[src/rtl/alu_pkg.sv]
// Shared ALU definitions: function-code encoding used by the ALU and its request controller.
package alu_pkg;

  localparam int unsigned FUNC_W = 3;

  typedef enum logic [FUNC_W-1:0] {
    FUNC_ADD = 3'b000,
    FUNC_SUB = 3'b001,
    FUNC_NOT = 3'b010,
    FUNC_AND = 3'b011,
    FUNC_OR  = 3'b100,
    FUNC_XOR = 3'b101,
    FUNC_SLT = 3'b110,
    FUNC_EQ  = 3'b111
  } alu_func_e;

endpackage

[src/rtl/alu.sv]
// Combinational ALU.
//   func     : operation select (alu_pkg::alu_func_e)
//   a, b     : operands, data_len bits
//   result_c : combinational result; compares return 1/0 zero-extended,
//              add/sub wrap modulo 2^data_len
module alu
  import alu_pkg::*;
#(
  parameter int unsigned data_len = 4
) (
  input  alu_func_e           func,
  input  logic [data_len-1:0] a,
  input  logic [data_len-1:0] b,
  output logic [data_len-1:0] result_c
);

  always_comb begin
    result_c = '0;
    case (func)
      FUNC_ADD: result_c = a + b;
      FUNC_SUB: result_c = a - b;
      FUNC_NOT: result_c = ~a;
      FUNC_AND: result_c = a & b;
      FUNC_OR:  result_c = a | b;
      FUNC_XOR: result_c = a ^ b;
      FUNC_SLT: result_c = data_len'($signed(a) < $signed(b));
      FUNC_EQ:  result_c = data_len'(a == b);
      default:  result_c = '0;
    endcase
  end

endmodule

[src/rtl/alu_req_ctrl.sv]
// Request/response wrapper around the ALU with an accumulator and a
// completed-operation counter. One command per three cycles:
// IDLE (accept) -> EXEC (compute) -> RESP (hold until consumed).
//   clk, rst              : clock, synchronous active-high reset
//   cmd_valid/cmd_ready   : command handshake (ready only in IDLE)
//   cmd_func, cmd_a, cmd_b: operation and operands
//   cmd_acc               : use accumulator in place of cmd_a
//   acc_clr               : clear accumulator (any state, beats capture)
//   rsp_valid/rsp_ready   : response handshake
//   rsp_result, rsp_zero  : registered result and its all-zero flag
//   acc_value, op_count   : accumulator, count of consumed responses
module alu_req_ctrl
  import alu_pkg::*;
#(
  parameter int unsigned data_len = 4,
  parameter int unsigned cnt_len  = 8
) (
  input  logic                clk,
  input  logic                rst,
  input  logic                cmd_valid,
  output logic                cmd_ready,
  input  logic [2:0]          cmd_func,
  input  logic [data_len-1:0] cmd_a,
  input  logic [data_len-1:0] cmd_b,
  input  logic                cmd_acc,
  input  logic                acc_clr,
  output logic                rsp_valid,
  input  logic                rsp_ready,
  output logic [data_len-1:0] rsp_result,
  output logic                rsp_zero,
  output logic [data_len-1:0] acc_value,
  output logic [cnt_len-1:0]  op_count
);

  typedef enum logic [1:0] {
    IDLE = 2'b00,
    EXEC = 2'b01,
    RESP = 2'b10
  } state_e;

  state_e              state_q, state_d;
  logic                load_cmd, capture, complete;
  alu_func_e           func_q;
  logic [data_len-1:0] a_q, b_q;
  logic [data_len-1:0] alu_result;

  // Handshake flags decode directly from the state flop.
  assign cmd_ready = (state_q == IDLE);
  assign rsp_valid = (state_q == RESP);

  alu #(.data_len(data_len)) u_alu (
    .func     (func_q),
    .a        (a_q),
    .b        (b_q),
    .result_c (alu_result)
  );

  // Next-state and datapath enables.
  always_comb begin
    state_d  = state_q;
    load_cmd = 1'b0;
    capture  = 1'b0;
    complete = 1'b0;
    case (state_q)
      IDLE: begin
        if (cmd_valid) begin
          load_cmd = 1'b1;
          state_d  = EXEC;
        end
      end
      EXEC: begin
        capture = 1'b1;
        state_d = RESP;
      end
      RESP: begin
        if (rsp_ready) begin
          complete = 1'b1;
          state_d  = IDLE;
        end
      end
      default: state_d = IDLE;
    endcase
  end

  // State and datapath registers.
  always_ff @(posedge clk) begin
    if (rst) begin
      state_q    <= IDLE;
      func_q     <= FUNC_ADD;
      a_q        <= '0;
      b_q        <= '0;
      rsp_result <= '0;
      rsp_zero   <= 1'b1;
      acc_value  <= '0;
      op_count   <= '0;
    end else begin
      state_q <= state_d;
      if (load_cmd) begin
        func_q <= alu_func_e'(cmd_func);
        a_q    <= cmd_acc ? acc_value : cmd_a;
        b_q    <= cmd_b;
      end
      if (capture) begin
        rsp_result <= alu_result;
        rsp_zero   <= (alu_result == '0);
      end
      if (acc_clr) begin
        acc_value <= '0;
      end else if (capture) begin
        acc_value <= alu_result;
      end
      if (complete) begin
        op_count <= op_count + cnt_len'(1);
      end
    end
  end

endmodule
[config.mk]
export PLATFORM = sky130hd
export DESIGN_NAME = alu_req_ctrl
export DESIGN_NICKNAME = d
export VERILOG_FILES = /design/src/rtl/alu_pkg.sv /design/src/rtl/alu.sv /design/src/rtl/alu_req_ctrl.sv
export SDC_FILE = /design/constraint.sdc
export NUM_CORES = 1
export LEC_CHECK = 0
export BUFFER_PORTS_ARGS = -buffer_cell sky130_fd_sc_hd__buf_2
export CAP_MARGIN = 20
export CORE_ASPECT_RATIO = 0.8
export CORE_MARGIN = 5
export CORE_UTILIZATION = 40
export CTS_BUF_LIST = sky130_fd_sc_hd__clkbuf_16
export CTS_CLUSTER_DIAMETER = 40
export CTS_CLUSTER_SIZE = 20
export DETAILED_ROUTE_END_ITERATION = 16
export PLACE_DENSITY = 0.72
export SLEW_MARGIN = 20
export SYNTH_ARGS = -nofsm -noshare
export SYNTH_HDL_FRONTEND = slang
export SYNTH_SLANG_ARGS = --single-unit
[constraint.sdc]
create_clock -name clk -period 3.9 [get_ports clk]
set_input_delay 0.78 -clock clk [delete_from_list [all_inputs] [get_ports clk]]
set_output_delay 0.78 -clock clk [all_outputs]
set_load 0.01 [all_outputs]
==> flow_summary.toml <==
[yosys]
synthAdderAreaFrac = 0.1165
synth_area_um2 = 1740
yosysMostFrequentCell = "dfxtp_1"
synthArstFlopShare = 0
synth_xor_area_frac = 0.04529
synth.area.top_cells = "dfxtp_1 (35%), ha_1 (9.3%), nand2_1 (5.8%), nor2_1 (4.5%), a21oi_1 (4.3%)"
ys_seq_elements = 30
synth_nets = 245
synth_top_family_by_area = "simple AND/OR/NAND/NOR gates"
synth_cell_types = 43
synth_top_cell_by_area = "dfxtp_1"
synth-simple-area-share = 0.2516
synthFlopType = "dfxtp_1"
ys_seq_area_frac = 0.3451
synth.top_cells.by_count = "dfxtp_1 (30), nand2_1 (27), nor2_1 (21), a21oi_1 (15), ha_1 (13)"
synth_edf_count = 0
synth_compound_gate_area_share = 0.1560
syn_inst = 213
synthMuxAreaShare = 0.02301
ys_warn_count = 0
synth.top_cell.area_share = 0.3451
avgSynthCellArea_um2 = 8.171

[global_routing]
grtUsageTotal = 0.1513
overflow = 0
antenna_found_initial = 0
grt_pass1_wl_um = 7189
grt_pass1_vias = 1473
grt_max_degree = 31

[placement]
place_hpwl_um = 3061
pre_cts_ws_ns = 1.833
gp_congestion = 0.8644
io_buffer_count = 35

[floorplanning]
ios = 36
initial_utilization = 0.4140
rows = 21
dieArea_um2 = 5779
die_w_um = 83.75
coreArea_um2 = 4204
die_height_um = 69

[setup_path]
cp_num_buf_inv = 1
critPathTopFamily = "compound AO/OA/AOI/OAI gates"
worst_ep_required_time_ns = 4.05
critPathMaxFanout = 5
worst_setup_path_start_kind = "flop"
path_cells = "inv_1, ha_1, nor4_1, a21oi_1, o31a_1, a2111oi_2"
worst_setup_path_end_kind = "flop"
crit_type = "reg -> reg"
cp.arrival_ns = 2.28
slowest_delay_ns = 0.42
crit_slowest_cell = "dfxtp_1"

[drt]
drt-total-wl_um = 4128
drt_iter0_drc = 140
drc = 0
firstDrtPassIters = 4
wire_per_inst_um = 13.76
via_per_inst = 5.167
drtAntennaViolNets = 0
vias = 1550

[timing]
max_clock_freq_ghz = 0.4695
slew_violations = 0
setup_ws_ns = 1.770
max-slew-margin-rel = 0.5317
max_slew.worst_pin.slew_ns = 0.7011
fin_crit_ns = 2.130
fin_setup_tns_ns = 0
fin_crit_sh = 0.5461
grt_setup_unrepaired = "false"
finClkSkew_ns = 0.005221
finalSetupViolCount = 0
finalHoldViolCount = 0

[power]
cellLeakagePower_nw = 0.8818
peakVddDrop_uv = 279.8
totalPowerFinal_mw = 0.8463
power_density_nw_per_um2 = 410.7

[cts]
cts_buffer_depth = 2
cts_resized = 0
cts-root-buf = "clkbuf_16"
cts_tree = "built"
post_cts_buffers = 0
clk_pin_slew_ns = 0.05
clock_sinks = 30
cts_hold_buf = 0
numCtsBuffers = 5
cts_max_level = 2
clock_latency_ns = 0.27

[layout]
n_fill_cell = 434
fin_nets = 274
post-route-util = 0.4902
antenna_cells = 0
layout-drive-gt1-share = 0.1770
syn_to_final_growth_pct = 18.40

[run]
cap_violations = 0

[run_status]
status = "finished clean"

[hold_path]
hold_path_class = "reg -> reg"
[metrics by stage]
stage / cells / cell area (µm²) / hold slack, ns
final: 300 / 2061 / 0.4669
after global routing: 300 / 2061 / 0.5063
after CTS: 300 / 2061 / 0.4638
after detailed placement: 292 / 1923 / 0.4538
after global placement: 292 / 1923 / 0.4459
after floorplan: 213 / 1740 / 0.4530
[layer usage]
layer / GRT usage / wire length (µm)
met3: 0.04048 / 288
met2: 0.2233 / 1785
met5: 0 / 0
met1: 0.2137 / 2000
met4: 0.04821 / 53
[cell usage in the layout, fill, tap and decap left out, types with 2 or more instances in the layout]
| cell type | n |
|---|---|
| fa_1 | 2 |
| nor2b_1 | 4 |
| nand2_1 | 27 |
| nor3_1 | 6 |
| a31oi_1 | 3 |
| nor3b_1 | 2 |
| o31ai_1 | 2 |
| ha_1 | 13 |
| a21o_1 | 2 |
| xor2_1 | 8 |
| dfxtp_1 | 30 |
| nand4_1 | 3 |
| a211oi_1 | 9 |
| nor4_1 | 3 |
| nor2_1 | 21 |
| nand3_1 | 7 |
| a21oi_1 | 15 |
| nand2b_1 | 8 |
| and2_1 | 2 |
| inv_1 | 12 |
| nand3b_1 | 2 |
| mux2i_1 | 4 |
| buf_2 | 35 |
| clkbuf_16 | 5 |
[registers in the layout, summed over array words and instances, names as in the netlist]
name	cells
state_q	2
acc_value	4
rsp_zero	1
rsp_result	4
a_q	4
b_q	4
op_count	8
func_q	3
[path summary, 6_finish.rpt]
path / startpoint / end / slack (ns) / cells past startpoint
worst min-delay path: rsp_result[3] / rsp_result[3] / 0.47 / 2
worst max register to register: a_q[1] / acc_value[0] / 1.77 / 6
worst max-delay path: a_q[1] / acc_value[0] / 1.77 / 6
worst min register to register: rsp_result[3] / rsp_result[3] / 0.47 / 2
[worst min-delay path: stages (launching register included)]
cell     delay (ns)
dfxtp_1        0.31
nand2_1        0.06
a21oi_1        0.06
[final cells by class]
type | count | area [µm²] | share of cell area
Multi-Input combinational cell | 158 | 1031 | 0.5003
Sequential cell | 30 | 600.6 | 0.2914
Clock inverter | 3 | 12.51 | 0.006072
Tap cell | 57 | 71.32 | 0.03461
Timing Repair Buffer | 35 | 175.2 | 0.08500
Inverter | 12 | 45.04 | 0.02186
Clock buffer | 5 | 125.1 | 0.06072
[report_power, final]
| part | switching, mW | leakage [nW] | internal, mW |
|---|---|---|---|
| clock network | 0.125 | 0.0724 | 0.230 |
| registers | 0.0210 | 0.245 | 0.323 |
| logic | 0.0860 | 0.565 | 0.0619 |
[cells by family after synthesis]
logic type	after synthesis
buf+inv	25
flops	30
compound gates	40
simple gates	90
fa+ha+maj	15
mux	4
xor+xnor	9
Power figures use the tool's default switching activity.
